$ cat config.mk
export PLATFORM = sky130hd
export DESIGN_NAME = control_sequencer_flat
export DESIGN_NICKNAME = d
export VERILOG_FILES = /design/src/rtl/cpu_pkg.sv /design/src/rtl/control_sequencer_if.sv /design/src/rtl/control_sequencer_microcode_rom.sv /design/src/rtl/control_sequencer.sv /design/src/flat_wrapper.sv
export SDC_FILE = /design/constraint.sdc
export NUM_CORES = 1
export LEC_CHECK = 0
export BUFFER_PORTS_ARGS = -buffer_cell sky130_fd_sc_hd__buf_2
export CAP_MARGIN = 20
export CELL_PAD_IN_SITES_DETAIL_PLACEMENT = 1
export CELL_PAD_IN_SITES_GLOBAL_PLACEMENT = 2
export CORE_ASPECT_RATIO = 0.9
export CORE_MARGIN = 4
export CORE_UTILIZATION = 22
export CTS_CLUSTER_SIZE = 10
export DETAILED_ROUTE_END_ITERATION = 16
export PLACE_DENSITY = 0.83
export SLEW_MARGIN = 15
export SYNTH_ARGS = -nofsm -noshare
export SYNTH_HDL_FRONTEND = slang
export SYNTH_SLANG_ARGS = --single-unit
$ cat constraint.sdc
create_clock -name i_clk -period 1.5 [get_ports i_clk]
set_input_delay 0.3 -clock i_clk [delete_from_list [all_inputs] [get_ports i_clk]]
set_output_delay 0.3 -clock i_clk [all_outputs]
set_load 0.02 [all_outputs]
$ cat src/rtl/cpu_pkg.sv
// Shared constants for the 8-bit bus CPU: control-bit indices, opcodes,
// microstep stages and control-word width.
package cpu_pkg;

  localparam int CTRL_W = 16;

  // Control-word bit positions
  localparam int AI = 0;
  localparam int AO = 1;
  localparam int BI = 2;
  localparam int BO = 3;
  localparam int II = 4;
  localparam int IO = 5;
  localparam int OI = 6;
  localparam int OO = 7;
  localparam int RI = 8;
  localparam int RO = 9;
  localparam int J  = 10;
  localparam int CO = 11;
  localparam int CE = 12;
  localparam int EO = 13;
  localparam int SU = 14;
  localparam int FI = 15;

  localparam logic [3:0] OP_NOP = 4'b0000;
  localparam logic [3:0] OP_LDA = 4'b0001;
  localparam logic [3:0] OP_ADD = 4'b0010;
  localparam logic [3:0] OP_SUB = 4'b0011;
  localparam logic [3:0] OP_LDI = 4'b0101;
  localparam logic [3:0] OP_JMP = 4'b0110;
  localparam logic [3:0] OP_JC  = 4'b0111;
  localparam logic [3:0] OP_JZ  = 4'b1000;
  localparam logic [3:0] OP_OUT = 4'b1110;
  localparam logic [3:0] OP_HLT = 4'b1111;

  typedef enum logic [2:0] {
    T0 = 3'd0,
    T1 = 3'd1,
    T2 = 3'd2,
    T3 = 3'd3,
    T4 = 3'd4,
    T5 = 3'd5
  } stage_t;

  function automatic logic [CTRL_W-1:0] ctrl_bit(input int unsigned idx);
    ctrl_bit = {{(CTRL_W-1){1'b0}}, 1'b1} << idx;
  endfunction

endpackage

$ cat src/rtl/control_sequencer_if.sv
// Run/step/opcode/flag inputs and control-word/status outputs of the sequencer.
interface control_sequencer_if;
  import cpu_pkg::*;

  logic              i_run;
  logic              i_step;
  logic [3:0]        i_opcode;
  logic              i_carry;
  logic              i_zero;
  logic [CTRL_W-1:0] o_ctrl;
  logic [2:0]        o_stage;
  logic              o_halted;
  logic              o_illegal;

  modport master (
    output i_run, i_step, i_opcode, i_carry, i_zero,
    input  o_ctrl, o_stage, o_halted, o_illegal
  );

  modport slave (
    input  i_run, i_step, i_opcode, i_carry, i_zero,
    output o_ctrl, o_stage, o_halted, o_illegal
  );

endinterface

$ cat src/rtl/control_sequencer_microcode_rom.sv
// Combinational microcode lookup: (stage, opcode, flags) -> control word plus
// end-of-instruction, illegal-opcode and halt indications.
module microcode_rom
  import cpu_pkg::*;
(
  input  stage_t            stage,
  input  logic [3:0]        opcode,
  input  logic              carry,
  input  logic              zero,
  output logic [CTRL_W-1:0] ctrl,
  output logic              last,
  output logic              illegal,
  output logic              halt
);

  // Microcode table; fetch stages ignore the opcode
  always_comb begin
    ctrl    = {CTRL_W{1'b0}};
    last    = 1'b0;
    illegal = 1'b0;
    halt    = 1'b0;
    case (stage)
      T0: ctrl = ctrl_bit(CO) | ctrl_bit(RI);
      T1: ctrl = ctrl_bit(RO) | ctrl_bit(II);
      T2: ctrl = ctrl_bit(CE);
      T3: begin
        case (opcode)
          OP_NOP: last = 1'b1;
          OP_LDA, OP_ADD, OP_SUB: ctrl = ctrl_bit(IO) | ctrl_bit(RI);
          OP_LDI: begin
            ctrl = ctrl_bit(IO) | ctrl_bit(AI);
            last = 1'b1;
          end
          OP_JMP: begin
            ctrl = ctrl_bit(IO) | ctrl_bit(J);
            last = 1'b1;
          end
          OP_JC: begin
            if (carry) ctrl = ctrl_bit(IO) | ctrl_bit(J);
            else       ctrl = {CTRL_W{1'b0}};
            last = 1'b1;
          end
          OP_JZ: begin
            if (zero) ctrl = ctrl_bit(IO) | ctrl_bit(J);
            else      ctrl = {CTRL_W{1'b0}};
            last = 1'b1;
          end
          OP_OUT: begin
            ctrl = ctrl_bit(AO) | ctrl_bit(OI);
            last = 1'b1;
          end
          OP_HLT: begin
            halt = 1'b1;
            last = 1'b1;
          end
          default: begin
            illegal = 1'b1;
            last    = 1'b1;
          end
        endcase
      end
      T4: begin
        case (opcode)
          OP_LDA: begin
            ctrl = ctrl_bit(RO) | ctrl_bit(AI);
            last = 1'b1;
          end
          OP_ADD, OP_SUB: ctrl = ctrl_bit(RO) | ctrl_bit(BI);
          default: last = 1'b1;
        endcase
      end
      T5: begin
        case (opcode)
          OP_ADD: ctrl = ctrl_bit(EO) | ctrl_bit(AI) | ctrl_bit(FI);
          OP_SUB: ctrl = ctrl_bit(EO) | ctrl_bit(AI) | ctrl_bit(SU) | ctrl_bit(FI);
          default: ctrl = {CTRL_W{1'b0}};
        endcase
        last = 1'b1;
      end
      default: last = 1'b1;
    endcase
  end

endmodule

$ cat src/rtl/control_sequencer.sv
// Microcode sequencer: T-stage counter, opcode latch, halt latch and the
// run/step advance enable; decoding is delegated to microcode_rom.
module control_sequencer
  import cpu_pkg::*;
#(
  parameter int NUM_STAGES = 6
) (
  input  logic                i_clk,
  input  logic                i_rst,
  control_sequencer_if.slave  bus
);

  localparam logic [2:0] LAST_STAGE = 3'(NUM_STAGES - 1);

  stage_t            stage_r, stage_next_s;
  logic [3:0]        opcode_r, opcode_next_s;
  logic              halted_r, halted_next_s;
  logic              adv_s;
  logic [CTRL_W-1:0] rom_ctrl_s;
  logic              rom_last_s;
  logic              rom_illegal_s;
  logic              rom_halt_s;

  assign adv_s = ~halted_r & (bus.i_run | bus.i_step);

  microcode_rom u_rom (
    .stage   (stage_r),
    .opcode  (opcode_r),
    .carry   (bus.i_carry),
    .zero    (bus.i_zero),
    .ctrl    (rom_ctrl_s),
    .last    (rom_last_s),
    .illegal (rom_illegal_s),
    .halt    (rom_halt_s)
  );

  // Next-state logic: everything holds unless the sequencer advances
  always_comb begin
    stage_next_s  = stage_r;
    opcode_next_s = opcode_r;
    halted_next_s = halted_r;
    if (adv_s) begin
      if (rom_last_s || (stage_r == LAST_STAGE)) stage_next_s = T0;
      else                                       stage_next_s = stage_t'(stage_r + 3'd1);
      if (stage_r == T1) opcode_next_s = bus.i_opcode;
      else               opcode_next_s = opcode_r;
      if (rom_halt_s) halted_next_s = 1'b1;
      else            halted_next_s = halted_r;
    end else begin
      stage_next_s  = stage_r;
      opcode_next_s = opcode_r;
      halted_next_s = halted_r;
    end
  end

  // State registers; reset abandons any instruction in flight
  always_ff @(posedge i_clk) begin
    if (i_rst) begin
      stage_r  <= T0;
      opcode_r <= 4'd0;
      halted_r <= 1'b0;
    end else begin
      stage_r  <= stage_next_s;
      opcode_r <= opcode_next_s;
      halted_r <= halted_next_s;
    end
  end

  assign bus.o_ctrl    = halted_r ? {CTRL_W{1'b0}} : rom_ctrl_s;
  assign bus.o_stage   = stage_r;
  assign bus.o_halted  = halted_r;
  assign bus.o_illegal = rom_illegal_s & adv_s;

endmodule

$ cat src/flat_wrapper.sv
// flat-port wrapper written by rule: the top's interface ports become plain ports
module control_sequencer_flat import cpu_pkg::*;
#(
  parameter int NUM_STAGES = 6
)
  (i_clk, i_rst, bus_i_run, bus_i_step, bus_i_opcode, bus_i_carry, bus_i_zero, bus_o_ctrl, bus_o_stage, bus_o_halted, bus_o_illegal);
  control_sequencer_if bus_i ();
  input  logic i_clk;
  input  logic i_rst;
  input wire logic [$bits(bus_i.i_run)-1:0] bus_i_run;
  input wire logic [$bits(bus_i.i_step)-1:0] bus_i_step;
  input wire logic [$bits(bus_i.i_opcode)-1:0] bus_i_opcode;
  input wire logic [$bits(bus_i.i_carry)-1:0] bus_i_carry;
  input wire logic [$bits(bus_i.i_zero)-1:0] bus_i_zero;
  output wire logic [$bits(bus_i.o_ctrl)-1:0] bus_o_ctrl;
  output wire logic [$bits(bus_i.o_stage)-1:0] bus_o_stage;
  output wire logic [$bits(bus_i.o_halted)-1:0] bus_o_halted;
  output wire logic [$bits(bus_i.o_illegal)-1:0] bus_o_illegal;
  assign bus_i.i_run = bus_i_run;
  assign bus_i.i_step = bus_i_step;
  assign bus_i.i_opcode = bus_i_opcode;
  assign bus_i.i_carry = bus_i_carry;
  assign bus_i.i_zero = bus_i_zero;
  assign bus_o_ctrl = bus_i.o_ctrl;
  assign bus_o_stage = bus_i.o_stage;
  assign bus_o_halted = bus_i.o_halted;
  assign bus_o_illegal = bus_i.o_illegal;
  control_sequencer #(.NUM_STAGES(NUM_STAGES)) u_core (.i_clk(i_clk), .i_rst(i_rst), .bus(bus_i));
endmodule
==> reports/results.tsv, run 1 <==
metric	value	unit
Final Max Slew Viols	0	
post-layout min period	1.85	ns
htree depth	1	
worst path required time	1.20	ns
fraction of layout cells with a size suffix above 1	66.7	%
chip width	69.3	um
clock latency on the worst-skew pair	0.23	ns
Int Power	1.33	mW
initial core utilization	23.5	%
Post-synth EDFFs	0	
Die ar.	0.00438	sq mm
status	complete, but fails checks	
row cnt	19	
Syn Area/Cell	7.75	sq um
Post-DP Area	0.00114	sq mm
final worst setup slack	-0.347	ns
setup violators final	21	
drt pass-1 iters	4	
CTS buffer count	3	
HPWL after DPL	2140	um
share of the synthesized area in the top cell type	21.5	%
post-synthesis cell area	744	sq um
failing checks	negative setup slack	
Max-Cap Viols	0	
final core utilization	46.9	%
fin area	0.00148	sq mm
sw power	0.937	mW
Vias	921	
first-pass GRT wire length	4500	um
GR Util All Layers	12.5	%
I/O pin count	31	
number of remaining DRC errors	0	
Synth async-reset ratio	0	%
Root Buffer Master	clkbuf_8	
CP Launch Type	register	
Ys Warns	0	
peak supply drop	0.000966	V
clock skew	0.00462	ns
Bufs on Longest Clock Path	2	
Seq pwr share	16.2	%
Post-CTS Hold Buffers	0	
TritonCTS clock tree	done	
logic gate share of total power	71.6	%
top cells by area, synth	dfxtp_1 22%, ha_1 8.4%, buf_4 7.1%	
Synth Instances	96	
initial antenna violation count	0	
ys flop type	dfxtp_1	
clock-pin slew on the worst setup and hold paths	0.04	ns
Max Fclk	541	MHz
synth cell count leaders	8 x dfxtp_1, 8 x nor2_1, 7 x a21oi_1, 7 x buf_4, 6 x nand3b_1	
clk sink count	8	
pre-CTS WS	-0.151	ns
FF-to-FF setup slack	-0.26	ns
RSZ-0062 raised after global routing	true	
post-synthesis sequential area ratio	21.5	%
Sw Ratio	41.3	%
Worst Hold Class	in -> reg	
# placed instances	178	
Hold Vio Cnt, Final	0	
Critical Path AT	1.55	ns
Distinct cells, synth	36	
Crit Path Max Fanout	5	
period utilisation layout	123	%
Clk pwr share	12.2	%
largest net degree at the start of global routing	11	
wirelength, routed	2980	um
WL/cell	15.5	um
Die H	63.2	um
largest area contributor in the netlist	dfxtp_1	
grt total ovfl	0	
routability cong.	0.695	
mean number of vias per cell	4.80	
Final ANT Viol Nets	0	
Area Overhead vs Synth	99.0	%
CP Class	reg -> out	
hold slack	0.317	ns
Yosys reg bits	8	
final net count	166	
Antenna Diode Count	0	
leakage power	0.624	nW
DR iter-0 viols	29	
Core ar.	0.00316	sq mm
port bufs	28	
fin cells	192	
vias in the first global route	962	
Power Density	1530	mW/mm^2
crit end category	primary output	
-- cell type report --
class	instances	area, sq um
fill	365	1680
multi-input combinational	74	689
timing repair buffer	59	490
sequential	8	176
tap	42	52.6
clock buffer	4	45.0
inverter	5	27.5
-- logic make-up after synthesis --
family / after synthesis / share of synthesized area (%)
mux: 1 / 1.34
other cells: 1 / 0.504
fa+ha+maj: 5 / 8.40
simple gates: 40 / 32.4
buf+inv: 15 / 11.6
compound gates: 26 / 24.2
flops: 8 / 21.5
-- cell usage in the layout, fill, tap and decap left out, types with 2 or more instances in the layout --
master,Yosys,layout
buf_6,0,22
a21oi_1,7,4
ha_4,0,4
nand2_1,5,4
dfxtp_4,0,3
o21ai_1,4,5
inv_4,0,3
buf_4,7,23
o21bai_1,2,2
nor2_1,8,8
dfxtp_2,0,4
clkbuf_8,0,3
o41ai_2,0,3
and3_4,0,3
nand3_1,5,5
or4_4,0,2
a21oi_4,0,3
conb_1,1,2
and2_4,0,3
nand3b_1,6,6
buf_2,2,14
-- flip-flops by register name, summed over array words and instances (netlist names) --
register	flops
u_core.bus.o_stage	3
u_core.opcode_r	4
u_core.bus.o_halted	1
-- power groups by stage --
stage / sequential [mW] / clock (mW) / combinational (mW)
floorplan: 0.391 / 0 / 0.685
global placement: 0.363 / 0 / 1.09
detailed placement: 0.373 / 0 / 1.14
CTS: 0.367 / 0.284 / 1.47
global route: 0.383 / 0.303 / 1.75
finish: 0.368 / 0.277 / 1.63
-- per-stage QoR --
step / power (mW) / TNS, ns
after floorplan: 1.08 / -0.402
after global placement: 1.46 / -0.738
after detailed placement: 1.51 / -0.991
after CTS: 2.12 / -3.98
after global routing: 2.44 / -5.82
final: 2.27 / -4.23
-- routing by layer --
| metal | global-route usage (%) | vias up | part of all wire (%) |
|---|---|---|---|
| met5 | 0 | - | 0 |
| met4 | 4.39 | 0 | 1.1 |
| met3 | 1.75 | 4 | 3.2 |
| met2 | 23.3 | 26 | 55 |
| met1 | 14.4 | 440 | 41 |
| li1 | - | 451 | - |
-- repair_timing --
action	CTS	global route
buffers inserted	7	3
gates cloned	0	0
hold endpoints to repair	0	0
setup endpoints to repair	21	23
gates resized for setup	46	11
pin swaps	7	1
-- path summary, 6_finish.rpt --
| path | from | to | depth (start not counted) |
|---|---|---|---|
| min reg2reg | u_core.opcode_r[2] | u_core.opcode_r[2] | 2 |
| max | u_core.bus.o_stage[1] | bus_o_ctrl[9] | 6 |
| min | bus_i_opcode[2] | u_core.opcode_r[2] | 3 |
| max reg2reg | u_core.bus.o_stage[0] | u_core.bus.o_stage[2] | 6 |
-- worst max-delay path, stage by stage (launching register included) --
cell	delay [ns]
dfxtp_4	0.36
inv_4	0.07
ha_4	0.13
nand3b_1	0.07
or4_4	0.43
a21oi_4	0.13
buf_6	0.12
(Power assumes the default switching activity.)
==> run 2, diff against run 1 <==
--- a/config.mk
+++ b/config.mk
@@ -14,6 +14,7 @@
 export CORE_UTILIZATION = 22
 export CTS_CLUSTER_SIZE = 10
 export DETAILED_ROUTE_END_ITERATION = 16
+export GPL_TIMING_DRIVEN = 0
 export PLACE_DENSITY = 0.83
 export SLEW_MARGIN = 15
 export SYNTH_ARGS = -nofsm -noshare
==> reports/results.tsv, run 2 (synthesis gave the netlist of run 1 again) <==
metric	value	unit	change
htree depth	1		unchanged
FF-to-FF setup slack	-0.31	ns	-0.05 ns
Root Buffer Master	clkbuf_8		
final worst setup slack	-0.375	ns	-0.0282 ns
wirelength, routed	3070	um	+2.8%
Crit Reg-Reg Endpoint	u_core.bus.o_stage[2]		
CP Launch Point	u_core.bus.o_stage[1]		
final net count	166		unchanged
Pwr Total	2.33	mW	+2.6%
initial core utilization	23.5	%	unchanged
clock latency on the worst-skew pair	0.23	ns	about the same
HPWL after DPL	1950	um	-8.9%
worst path required time	1.20	ns	about the same
fin area	0.00152	sq mm	+2.8%
CP Class	reg -> out		
Crit Path Max Fanout	5		unchanged
worst-margin pin slew	0.527	ns	
Die ar.	0.00438	sq mm	unchanged
Int Power	1.35	mW	+1.6%
logic gate share of total power	72.4	%	+0.8 points
initial antenna violation count	0		unchanged
Post-CTS Hold Buffers	0		unchanged
setup violators final	20		-4.8%
Critical Path AT	1.58	ns	+0.03 ns
Antenna Diode Count	0		unchanged
CTS buffer count	3		unchanged
first-pass GRT wire length	4960	um	+10%
DR iter-0 viols	37		+28%
row cnt	19		unchanged
reg2reg path depth	6		unchanged
post-layout min period	1.88	ns	+0.0282 ns
Min-Delay Endpoint	u_core.opcode_r[2]		
Vias	942		+2.3%
failing checks	negative setup slack		
Clk pwr share	11.8	%	-0.4 points
number of remaining DRC errors	0		unchanged
hold path cells	3		unchanged
sw power	0.977	mW	+4.2%
status	complete, but fails checks		
fraction of layout cells with a size suffix above 1	68.7	%	+2.0 points
Die H	63.2	um	unchanged
peak supply drop	0.000780	V	-19%
Max Fclk	533	MHz	-1.5%
commonest non-fill, non-tap cell in the layout	buf_6		
I/O pin count	31		unchanged
routability cong.	0.672		-3.2%
drt pass-1 iters	4		unchanged
Final ANT Viol Nets	0		unchanged
RSZ-0062 raised after global routing	true		
mean number of vias per cell	4.91		+2.3%
leakage power	0.630	nW	+0.95%
clock-pin slew on the worst setup and hold paths	0.04	ns	about the same
FF/Latch Area	174	sq um	-1.4%
Bufs on Longest Clock Path	2		unchanged
TritonCTS clock tree	done		
area occupied by multi-input gates	694	sq um	+0.73%
Post-DP Area	0.00105	sq mm	-7.8%
slew margin rel.	64.8	%	
fillers	356		-2.5%
port bufs	27		-3.6%
CP Launch Type	register		
period utilisation layout	125	%	+1.9 points
hold path start	bus_i_opcode[2]		
pre-CTS WS	-0.216	ns	-0.0652 ns
Sw Ratio	41.9	%	+0.63 points
max FFs per register	4		unchanged
Critical R2R Launch	u_core.bus.o_stage[1]		
most frequent cells in the layout	31 x buf_6, 15 x buf_4, 12 x buf_2, 7 x nor2_1, 6 x nand3b_1		
hold slack	0.323	ns	+0.00593 ns
Area Overhead vs Synth	105	%	
WL/cell	16.0	um	+2.8%
chip width	69.3	um	unchanged
largest net degree at the start of global routing	11		unchanged
Core ar.	0.00316	sq mm	unchanged
crit end category	primary output		
Seq pwr share	15.8	%	-0.4 points
Top reg by flops	u_core.opcode_r		
grt total ovfl	0		unchanged
Hold Vio Cnt, Final	0		unchanged
Final Max Slew Viols	0		unchanged
clk sink count	8		unchanged
Power Density	1530	mW/mm^2	-0.14%
Worst Hold Class	in -> reg		
vias in the first global route	1012		+5.2%
clock skew	0.000743	ns	-0.00388 ns
GR Util All Layers	13.6	%	+1.1 points
Max-Cap Viols	0		unchanged
[run 2: cell counts in the layout (fill, tap and decap cells not counted)]
No cell type changed its count.
[run 2: routing by layer]
layer / track usage (%) / up-vias / share of wire [%]
li1: - / 454 / -
met1: 16.8 / 447 / 44
met2: 23.1 / 33 / 50
met3: 1.75 / 8 / 3.9
met4: 6.59 / 0 / 2.3
met5: 0 / - / 0
[run 2: repair_timing]
action | in CTS | in global routing
setup endpoints to repair | 21 | 22
setup buffers | 17 | 6
gates resized for setup | 54 | 18
pin swaps | 12 | 11
[run 2: area by class of cell]
cell class              instances  area share, %
clock buffers                   4           2.96
flip-flops and latches          8           11.4
inverters                       5           2.05
multi-input cells              74           45.6
plain buffers                  10           6.16
well taps                      42           3.45
repair buffers                 49           28.3
[run 2: worst max-delay path: stages, from the launching register on]
cell      delay, ns
dfxtp_4        0.37
inv_4          0.07
ha_4           0.13
nand3b_1       0.08
or4_4          0.44
a21oi_4        0.13
buf_6          0.12
[run 2: worst max-delay path by stage]
stage	endpoint	cells after the start	slack, ns
global placement	bus_o_ctrl[9]	6	-0.21
finish	bus_o_ctrl[9]	6	-0.38
global route	bus_o_ctrl[9]	6	-0.44
CTS	bus_o_ctrl[9]	6	-0.36
floorplan	bus_o_ctrl[6]	5	-0.1
detailed placement	bus_o_ctrl[9]	6	-0.22
[run 2: stage by stage]
step	setup TNS (ns)	utilization (%)	instances
2_1_floorplan	-0.402	-	97
3_3_place_gp	-0.845	33.4	166
3_5_place_dp	-1.16	33.4	166
4_1_cts	-3.89	44.9	187
5_1_grt	-6.08	48.2	192
6_report	-4.80	48.2	192
[run 2: power by group through the flow]
stage / sequential [mW] / combinational, mW / clock [mW]
2_1_floorplan: 0.391 / 0.685 / 0
6_report: 0.368 / 1.69 / 0.275
5_1_grt: 0.377 / 1.82 / 0.294
3_5_place_dp: 0.378 / 0.977 / 0
3_3_place_gp: 0.373 / 0.947 / 0
4_1_cts: 0.359 / 1.53 / 0.278
==> run 3, diff against run 2 <==
--- a/config.mk
+++ b/config.mk
@@ -5,17 +5,17 @@
 export SDC_FILE = /design/constraint.sdc
 export NUM_CORES = 1
 export LEC_CHECK = 0
-export BUFFER_PORTS_ARGS = -buffer_cell sky130_fd_sc_hd__buf_2
 export CAP_MARGIN = 20
 export CELL_PAD_IN_SITES_DETAIL_PLACEMENT = 1
 export CELL_PAD_IN_SITES_GLOBAL_PLACEMENT = 2
 export CORE_ASPECT_RATIO = 0.9
 export CORE_MARGIN = 4
-export CORE_UTILIZATION = 22
+export CORE_UTILIZATION = 25
 export CTS_CLUSTER_SIZE = 10
 export DETAILED_ROUTE_END_ITERATION = 16
+export DONT_BUFFER_PORTS = 1
 export GPL_TIMING_DRIVEN = 0
-export PLACE_DENSITY = 0.83
+export PLACE_DENSITY = 0.74
 export SLEW_MARGIN = 15
 export SYNTH_ARGS = -nofsm -noshare
 export SYNTH_HDL_FRONTEND = slang
==> reports/results.tsv, run 3 (synthesis gave the netlist of run 1 again) <==
metric	value	unit	change
Crit Path Max Fanout	8		+3
period utilisation layout	129	%	+3.6 points
final net count	127		-23%
initial antenna violation count	0		unchanged
Max-Cap Viols	0		unchanged
mean number of vias per cell	5.08		+3.5%
TritonCTS clock tree	done		
Root Buffer Master	clkbuf_4		
CTS buffer count	3		unchanged
GR Util All Layers	14.0	%	+0.40 points
CP Launch Type	register		
max FFs per register	4		unchanged
routability cong.	0.767		+14%
RSZ-0062 raised after global routing	true		
Post-DP Area	917	sq um	-13%
clk sink count	8		unchanged
commonest non-fill, non-tap cell in the layout	buf_6		
Vias	767		-19%
I/O pin count	31		unchanged
largest net degree at the start of global routing	11		unchanged
Area Overhead vs Synth	57.6	%	
setup violators final	21		+5.0%
Top reg by flops	u_core.opcode_r		
peak supply drop	0.000716	V	-8.2%
Core ar.	0.00279	sq mm	-12%
vias in the first global route	843		-17%
WL/cell	16.9	um	+5.8%
Antenna Diode Count	0		unchanged
Post-CTS Hold Buffers	0		unchanged
status	complete, but fails checks		
CP Class	reg -> out		
Die H	59.8	um	-5.4%
Final ANT Viol Nets	0		unchanged
initial core utilization	26.7	%	+3.1 points
fraction of layout cells with a size suffix above 1	54.1	%	-15 points
clock skew	0.00692	ns	+0.00618 ns
most frequent cells in the layout	10 x buf_6, 7 x nor2_1, 7 x buf_4, 6 x nand3b_1, 5 x nand3_1		
leakage power	0.412	nW	-35%
worst path required time	1.20	ns	about the same
DR iter-0 viols	28		-24%
row cnt	18		-1
failing checks	negative setup slack		
Power Density	1540	mW/mm^2	+0.54%
Final Max Slew Viols	0		unchanged
clock-pin slew on the worst setup and hold paths	0.06	ns	+0.02 ns
Max Fclk	519	MHz	-2.8%
chip width	65.5	um	-5.5%
fin area	0.00117	sq mm	-23%
number of remaining DRC errors	0		unchanged
first-pass GRT wire length	4230	um	-15%
fillers	335		-5.9%
HPWL after DPL	1790	um	-8.2%
clock latency on the worst-skew pair	0.26	ns	+0.03 ns
port bufs	0		-100%
final worst setup slack	-0.429	ns	-0.0535 ns
crit end category	primary output		
hold slack	0.193	ns	-0.130 ns
Hold Vio Cnt, Final	0		unchanged
drt pass-1 iters	2		-2
Die ar.	0.00392	sq mm	-11%
Critical Path AT	1.63	ns	+0.05 ns
Bufs on Longest Clock Path	2		unchanged
Pwr Total	1.81	mW	-23%
Worst Hold Class	in -> reg		
htree depth	1		unchanged
post-layout min period	1.93	ns	+0.0535 ns
wirelength, routed	2550	um	-17%
grt total ovfl	0		unchanged
==> run 3: changes by cell type in the layout (fill, tap and decap cells not counted), moves of 2 or more <==
cell      before  now
buf_6         31   10
buf_2         12    0
buf_4         15    7
clkbuf_4       0    4
clkbuf_8       3    0
dfxtp_2        5    2
dfxtp_1        1    3
o21ai_1        1    3
==> run 3: cell type report <==
class	count	area (sq um)	share of cell area (%)
plain buffers	10	86.3	7.36
clock buffers	4	26.3	2.24
inverters	5	31.3	2.67
multi-input cells	74	701	59.7
flip-flops and latches	8	174	14.8
well taps	40	50.0	4.26
repair buffers	10	105	8.96
==> run 3: per-layer routing <==
| layer | vias up | part of all wire, % | global-route usage, % |
|---|---|---|---|
| li1 | 377 | - | - |
| met1 | 370 | 41 | 15.2 |
| met2 | 17 | 54 | 26.8 |
| met3 | 3 | 5.4 | 4.70 |
| met4 | 0 | 0.27 | 1.78 |
| met5 | - | 0 | 0 |
==> run 3: critical path, stage by stage (launching register included) <==
cell and delay [ns]:
dfxtp_4 0.41, inv_4 0.09, ha_4 0.14, nand3b_1 0.07, or4_4 0.44, a21oi_4 0.22
==> run 3: through the flow <==
stage | setup WS (ns) | utilization (%) | instances | setup TNS, ns
2_1_floorplan | -0.0992 | - | 97 | -0.402
3_3_place_gp | -0.201 | 32.8 | 137 | -1.69
3_5_place_dp | -0.213 | 32.8 | 137 | -1.92
4_1_cts | -0.453 | 40.7 | 151 | -5.24
5_1_grt | -0.503 | 42.0 | 151 | -6.28
6_report | -0.429 | 42.0 | 151 | -4.92
==> run 3: worst paths after layout <==
check	startpoint	endpoint	slack [ns]	cells past startpoint
max reg2reg	u_core.bus.o_stage[1]	u_core.bus.o_stage[2]	-0.34	7
min reg2reg	u_core.bus.o_stage[0]	u_core.bus.o_stage[0]	0.61	1
min	bus_i_opcode[3]	u_core.opcode_r[3]	0.19	2
max	u_core.bus.o_stage[1]	bus_o_ctrl[9]	-0.43	5
==> run 3: what timing repair did <==
action,4_1_cts,5_1_grt
pin swaps,9,8
gates cloned,0,0
endpoints found under the setup margin,21,22
gates resized for setup,27,15
setup buffers,10,2
==> run 3: report_power, final <==
group	total (mW)	switching [mW]	internal (mW)
Clock	0.180	0.0779	0.102
Combinational	1.20	0.633	0.564
Sequential	0.428	0.147	0.282
Total	1.81	0.858	0.948
